$ cat config.mk
export PLATFORM = sky130hd
export DESIGN_NAME = msrv32_rf_wb_arbiter
export DESIGN_NICKNAME = d
export VERILOG_FILES = /design/src/rtl/msrv32_pkg.sv /design/src/rtl/msrv32_wb_slot.sv /design/src/rtl/msrv32_rf_wb_arbiter.sv
export SDC_FILE = /design/constraint.sdc
export NUM_CORES = 1
export LEC_CHECK = 0
export CAP_MARGIN = 20
export CORE_ASPECT_RATIO = 1.1
export CORE_UTILIZATION = 48
export DETAILED_ROUTE_END_ITERATION = 10
export HOLD_SLACK_MARGIN = 0.05
export PLACE_DENSITY = 0.84
export SLEW_MARGIN = 20
export SYNTH_ARGS = -nofsm -noshare
export SYNTH_HDL_FRONTEND = slang
export SYNTH_SLANG_ARGS = --single-unit
export TNS_END_PERCENT = 100
$ cat constraint.sdc
create_clock -name ms_riscv32_mp_clk_in -period 2.2 [get_ports ms_riscv32_mp_clk_in]
set_clock_uncertainty 0.15 [all_clocks]
set_input_delay 0.22 -clock ms_riscv32_mp_clk_in [delete_from_list [all_inputs] [get_ports ms_riscv32_mp_clk_in]]
set_output_delay 0.22 -clock ms_riscv32_mp_clk_in [all_outputs]
set_load 0.03 [all_outputs]
$ cat src/rtl/msrv32_pkg.sv
// Shared widths and the writeback slot record for the register-file
// writeback arbiter and its one-entry request slots.
package msrv32_pkg;

    localparam int XLEN    = 32;
    localparam int RA_W    = 5;
    localparam int NUM_REQ = 2;

    typedef struct packed {
        logic            valid;
        logic [RA_W-1:0] addr;
        logic [XLEN-1:0] data;
    } wb_slot_t;

    // One bit per architectural register; a 32-entry map regardless of RA_W.
    function automatic logic [31:0] reg_onehot(input logic [RA_W-1:0] addr);
        reg_onehot = 32'd1 << addr;
    endfunction

endpackage

$ cat src/rtl/msrv32_wb_slot.sv
// One-entry writeback holding slot. It drains on a grant and can be
// reloaded by its requester on that same edge.
module msrv32_wb_slot
    import msrv32_pkg::*;
(
    input  logic            ms_riscv32_mp_clk_in,
    input  logic            ms_riscv32_mp_rst_in,
    input  logic            flush_in,
    input  logic            valid_in,
    input  logic [RA_W-1:0] addr_in,
    input  logic [XLEN-1:0] data_in,
    input  logic            grant_in,
    output logic            ready_out,
    output wb_slot_t        slot_out
);

    wb_slot_t slot_q;
    logic     load;

    // Ready depends only on slot state, the grant and flush, never on valid_in.
    assign ready_out = !slot_q.valid | grant_in | flush_in;

    // Writes to x0 complete the handshake but are discarded here.
    assign load = valid_in & ready_out & !flush_in & (addr_in != '0);

    always_ff @(posedge ms_riscv32_mp_clk_in) begin
        if (ms_riscv32_mp_rst_in) begin
            slot_q <= '0;
        end else if (flush_in) begin
            slot_q <= '0;
        end else if (load) begin
            slot_q.valid <= 1'b1;
            slot_q.addr  <= addr_in;
            slot_q.data  <= data_in;
        end else if (grant_in) begin
            slot_q.valid <= 1'b0;
        end
    end

    assign slot_out = slot_q;

endmodule

$ cat src/rtl/msrv32_rf_wb_arbiter.sv
// Round-robin arbiter merging two writeback requesters onto the single
// register-file write port. XLEN/RA_W must match the msrv32_pkg values.
module msrv32_rf_wb_arbiter
    import msrv32_pkg::*;
#(
    parameter int XLEN = msrv32_pkg::XLEN,
    parameter int RA_W = msrv32_pkg::RA_W
) (
    input  logic            ms_riscv32_mp_clk_in,
    input  logic            ms_riscv32_mp_rst_in,
    input  logic            req0_valid_in,
    input  logic [RA_W-1:0] req0_addr_in,
    input  logic [XLEN-1:0] req0_data_in,
    output logic            req0_ready_out,
    input  logic            req1_valid_in,
    input  logic [RA_W-1:0] req1_addr_in,
    input  logic [XLEN-1:0] req1_data_in,
    output logic            req1_ready_out,
    input  logic            flush_in,
    output logic            wr_en_out,
    output logic [RA_W-1:0] rd_addr_out,
    output logic [XLEN-1:0] rd_out,
    output logic [31:0]     pending_mask_out
);

    wb_slot_t slot0;
    wb_slot_t slot1;
    logic     grant0;
    logic     grant1;
    logic     last_grant;

    msrv32_wb_slot u_slot0 (
        .ms_riscv32_mp_clk_in (ms_riscv32_mp_clk_in),
        .ms_riscv32_mp_rst_in (ms_riscv32_mp_rst_in),
        .flush_in             (flush_in),
        .valid_in             (req0_valid_in),
        .addr_in              (req0_addr_in),
        .data_in              (req0_data_in),
        .grant_in             (grant0),
        .ready_out            (req0_ready_out),
        .slot_out             (slot0)
    );

    msrv32_wb_slot u_slot1 (
        .ms_riscv32_mp_clk_in (ms_riscv32_mp_clk_in),
        .ms_riscv32_mp_rst_in (ms_riscv32_mp_rst_in),
        .flush_in             (flush_in),
        .valid_in             (req1_valid_in),
        .addr_in              (req1_addr_in),
        .data_in              (req1_data_in),
        .grant_in             (grant1),
        .ready_out            (req1_ready_out),
        .slot_out             (slot1)
    );

    // On a tie the slot that did not win last time is served; flush grants nothing.
    always_comb begin
        grant0 = 1'b0;
        grant1 = 1'b0;
        if (!flush_in) begin
            if (slot0.valid && (!slot1.valid || last_grant)) begin
                grant0 = 1'b1;
            end else if (slot1.valid) begin
                grant1 = 1'b1;
            end
        end
    end

    always_ff @(posedge ms_riscv32_mp_clk_in) begin
        if (ms_riscv32_mp_rst_in) begin
            last_grant <= 1'b1;
        end else if (grant0) begin
            last_grant <= 1'b0;
        end else if (grant1) begin
            last_grant <= 1'b1;
        end
    end

    always_ff @(posedge ms_riscv32_mp_clk_in) begin
        if (ms_riscv32_mp_rst_in) begin
            wr_en_out   <= 1'b0;
            rd_addr_out <= '0;
            rd_out      <= '0;
        end else if (grant0) begin
            wr_en_out   <= 1'b1;
            rd_addr_out <= slot0.addr;
            rd_out      <= slot0.data;
        end else if (grant1) begin
            wr_en_out   <= 1'b1;
            rd_addr_out <= slot1.addr;
            rd_out      <= slot1.data;
        end else begin
            wr_en_out   <= 1'b0;
        end
    end

    // Registers with a write still queued or on the port; x0 is never pending.
    always_comb begin
        pending_mask_out = '0;
        if (slot0.valid) begin
            pending_mask_out = pending_mask_out | reg_onehot(slot0.addr);
        end
        if (slot1.valid) begin
            pending_mask_out = pending_mask_out | reg_onehot(slot1.addr);
        end
        if (wr_en_out) begin
            pending_mask_out = pending_mask_out | reg_onehot(rd_addr_out);
        end
        pending_mask_out[0] = 1'b0;
    end

endmodule

==> reports/results.txt <==
The flow ran to the end, and the final reports show no timing, DRC or antenna violations. Yosys mapped the design onto 33 distinct sky130hd cell types. The worst-margin pin slew is 515 ps, and the largest fanout of any net on the critical path is 8. After global routing the overflow that remains totals 0. The worst hold path begins at req0_data_in[13].

The run gives 0 as the setup-violating endpoint count in the final report. Synthesis produced a netlist with a net count of 708. During placement, the flow inserted port buffers numbering 149.

The first-pass GRT wire length is 25700 um. Based on the critical path, the design can be clocked at up to 464 MHz. In this run the power density over the cells is 694 mW/mm2. In the routed design, unresolved DRC markers number 0. Measured along the x axis, the die boundary spans 102 um.

The type of the worst setup path was register to output pin. The region available for standard cell placement spans 0.0106 mm2. The count of cells along the worst register-to-register path was 7; the layout net count was 853. The signal on the critical path passes through buf_4 > and3b_1 > a22oi_1 > nand2_1 > clkdlybuf4s15_1. The count of inserted antenna diode cells was 0. The placer's final routability congestion estimate was 0.872. The cell with the biggest individual delay on the critical path was sky130_fd_sc_hd__dfxtp_2.

Setup repair after global routing left no endpoint under its margin. After clock tree synthesis, the clock-pin slew on the worst setup and hold paths is 50 ps. Dividing the detail-routed via count by the number of cells gives 5.63. The logs give 75 for the pin count of the biggest net entering global routing and 0.503 for the starting density of the core. After filler insertion, the fill cell instance count of the layout stands at 779. For this block, the initial DRC count from the detailed router was 404.

Ratio of final minimum period to clock period: 0.980. The stage delay of the slowest cell on the critical path is 410 ps, and the deepest level of the CTS H-tree is 4. The data arrival at the endpoint of the critical path was 1790 ps; the number of synthesized register bits was 115. The worst register-to-register path begins at u_slot1.slot_out[37].

Counting I/O delays and the setup requirement, the final critical path takes 2160 ps. The worst hold path passes through 3 cells. Count of endpoints failing hold in the final timing report: 0.

In the layout the commonest cells are sky130_fd_sc_hd__nand2_1 (215), sky130_fd_sc_hd__clkdlybuf4s50_1 (116), sky130_fd_sc_hd__dfxtp_1 (106). The logs give 0 ps for the total negative slack for setup checks and 0 for the post-route antenna net violation count. The overall global routing resource usage is 0.285. The worst slew slack as a fraction of its limit is 0.656, and the growth of design area from synthesis to finish is 43.2%. Counting along the longest clock path gives a buffer depth of 2. The type of the worst min-delay path is input port to register.

Clock tree synthesis selected as its root buffer the cell sky130_fd_sc_hd__clkbuf_16. Among cell families on the critical path, the largest total delay comes from buffers and inverters. At the worst endpoint, the required time is 1830 ps. Summing all placed instances gives a cell area of 0.00706 mm2.

Setup slack at placement: -22.1 ps. Counting both buffers and inverters, the worst setup path holds a total of 2. The later pin in the worst-skew pair is clocked with a latency of 390 ps.

The routed design has 16000 um of wire. After technology mapping, the gate count stands at 629. Critical path launch point: u_slot0.slot_out[32].

The power after layout was 5290 uW. The number of global-route vias before repair was 5365. In the post-route analysis, the smallest setup slack over all paths is 42.9 ps.

In the final routed layout, each cell accounts on average for 17.3 um. For the number of clock sinks, the log shows 115. In this run the static leakage power is 0.00286 uW. The half-perimeter wire length of the detailed placement result was 10800 um; the number of core rows was 39. Hold repair after CTS inserted 0 buffers. Detailed routing inserted a total of 5221 vias. Area of the die: 0.0115 mm2.

The finished cells cover 0.00762 mm2. TritonCTS built the clock tree. The total clock buffers created by CTS is 17, and the number of max-capacitance violations reported is 0. Leaving out fill and tap cells, the most frequent cell in the layout is sky130_fd_sc_hd__nand2_1. The number of stages on the worst setup path is 5, and the number of top-level pins is 151. The die is 112 um tall. The initial antenna violation count is 0. The type of origin of the critical path was a register. The worst setup path is captured at an output pin. The worst-case IR drop observed on VDD is 645 uV. Count of synthesis-stage warnings from yosys: 0.

Number of pins with negative max-slew slack in the final report: 0. The sequential element share of the synthesized area was 0.433. The synthesized area divided by synthesized cell count was 8.46 um2. Summed instance area of the synthesized netlist: 0.00532 mm2. For this run, the detailed router's first-pass iteration total came to 6. The share of layout cells above drive strength 1 was 0.188.
[final cells by class]
cell class                 count  area [um2]  area share
multi-input combinational    455        2790       0.366
inverter                       3        11.3     0.00148
tap                          143         179      0.0235
clock inverter                 9         108      0.0141
sequential                   115        2310       0.304
clock buffer                  20         467      0.0613
timing repair buffer         182        1750       0.230
[flip-flops by register name (all words and copies together), names as in the netlist]
| register | flops |
|---|---|
| last_grant | 1 |
| rd_addr_out | 5 |
| rd_out | 32 |
| u_slot0.slot_out | 38 |
| u_slot1.slot_out | 38 |
| wr_en_out | 1 |
[repair_timing]
action | CTS | global route
resized for setup | 39 | 30
buffers inserted | 0 | 1
pin swaps | 0 | 2
setup endpoints to repair | 27 | 17
[stage by stage]
stage	utilization	hold slack (ps)	cells
floorplan	-	164	629
global placement	0.667	292	897
detailed placement	0.667	296	897
CTS	0.722	221	926
global route	0.719	225	927
finish	0.719	225	927
[power by group]
group / total, uW / internal [uW] / switching [uW]
clock network: 2650 / 1730 / 915
registers: 2150 / 2120 / 29.6
logic: 489 / 242 / 247
total: 5290 / 4100 / 1190
[cell usage after synthesis]
cell                        count  area (um2)
sky130_fd_sc_hd__conb_1         1        3.75
sky130_fd_sc_hd__inv_1          3        11.3
sky130_fd_sc_hd__nand3_1        2        10.0
sky130_fd_sc_hd__clkbuf_2       1        5.00
sky130_fd_sc_hd__clkbuf_1      30         113
sky130_fd_sc_hd__a21oi_1       10        50.1
sky130_fd_sc_hd__or2_2          1        6.26
sky130_fd_sc_hd__nor2b_1        4        25.0
sky130_fd_sc_hd__buf_2          9        45.0
sky130_fd_sc_hd__a21boi_2       1        11.3
sky130_fd_sc_hd__and3b_1        8        70.1
sky130_fd_sc_hd__a211o_1        1        8.76
sky130_fd_sc_hd__o2bb2ai_1     37         324
sky130_fd_sc_hd__nor3b_1       13        97.6
sky130_fd_sc_hd__dfxtp_1      115        2300
sky130_fd_sc_hd__o21ai_2        1        8.76
sky130_fd_sc_hd__buf_4          3        22.5
sky130_fd_sc_hd__and3_1         6        37.5
sky130_fd_sc_hd__o211ai_4       1        21.3
sky130_fd_sc_hd__nor3_1         3        15.0
sky130_fd_sc_hd__or4_1          1        7.51
sky130_fd_sc_hd__a31oi_1        1        6.26
sky130_fd_sc_hd__buf_6          7        78.8
sky130_fd_sc_hd__nor2_1        12        45.0
sky130_fd_sc_hd__a222oi_1       2        20.0
sky130_fd_sc_hd__o21ai_0        1        5.00
sky130_fd_sc_hd__o211a_1        1        10.0
sky130_fd_sc_hd__a21oi_2       29         254
sky130_fd_sc_hd__a22oi_1       66         495
sky130_fd_sc_hd__nand2_1      215         807
sky130_fd_sc_hd__buf_1          6        22.5
sky130_fd_sc_hd__mux2i_1       37         370
sky130_fd_sc_hd__or4_4          1        11.3
[layer usage]
| layer | share of wire | routed length (um) | global-route usage |
|---|---|---|---|
| met3 | 0.075 | 1190 | 0.0704 |
| met2 | 0.50 | 8050 | 0.483 |
| met4 | 0.022 | 354 | 0.114 |
| met5 | 0 | 0 | 0 |
| met1 | 0.40 | 6400 | 0.340 |
[tightest hold or removal path, stage by stage]
cell                              delay [ps]
sky130_fd_sc_hd__clkdlybuf4s50_1         400
sky130_fd_sc_hd__nand2_1                  50
sky130_fd_sc_hd__mux2i_1                  50
[kinds of logic after synthesis]
| kind of cell | Yosys count | synth area share |
|---|---|---|
| simple gates | 266 | 0.213 |
| buf+inv | 59 | 0.0560 |
| other cells | 1 | 0.000705 |
| mux | 37 | 0.0696 |
| flops | 115 | 0.433 |
| compound gates | 151 | 0.228 |
[path summary, 6_finish.rpt]
check	slack, ps	end
worst min register to register	310	u_slot0.slot_out[13]
worst max-delay path	40	pending_mask_out[14]
worst max register to register	290	u_slot0.slot_out[14]
worst min-delay path	230	u_slot0.slot_out[13]
No activity file was read; power rests on OpenSTA's default activity.
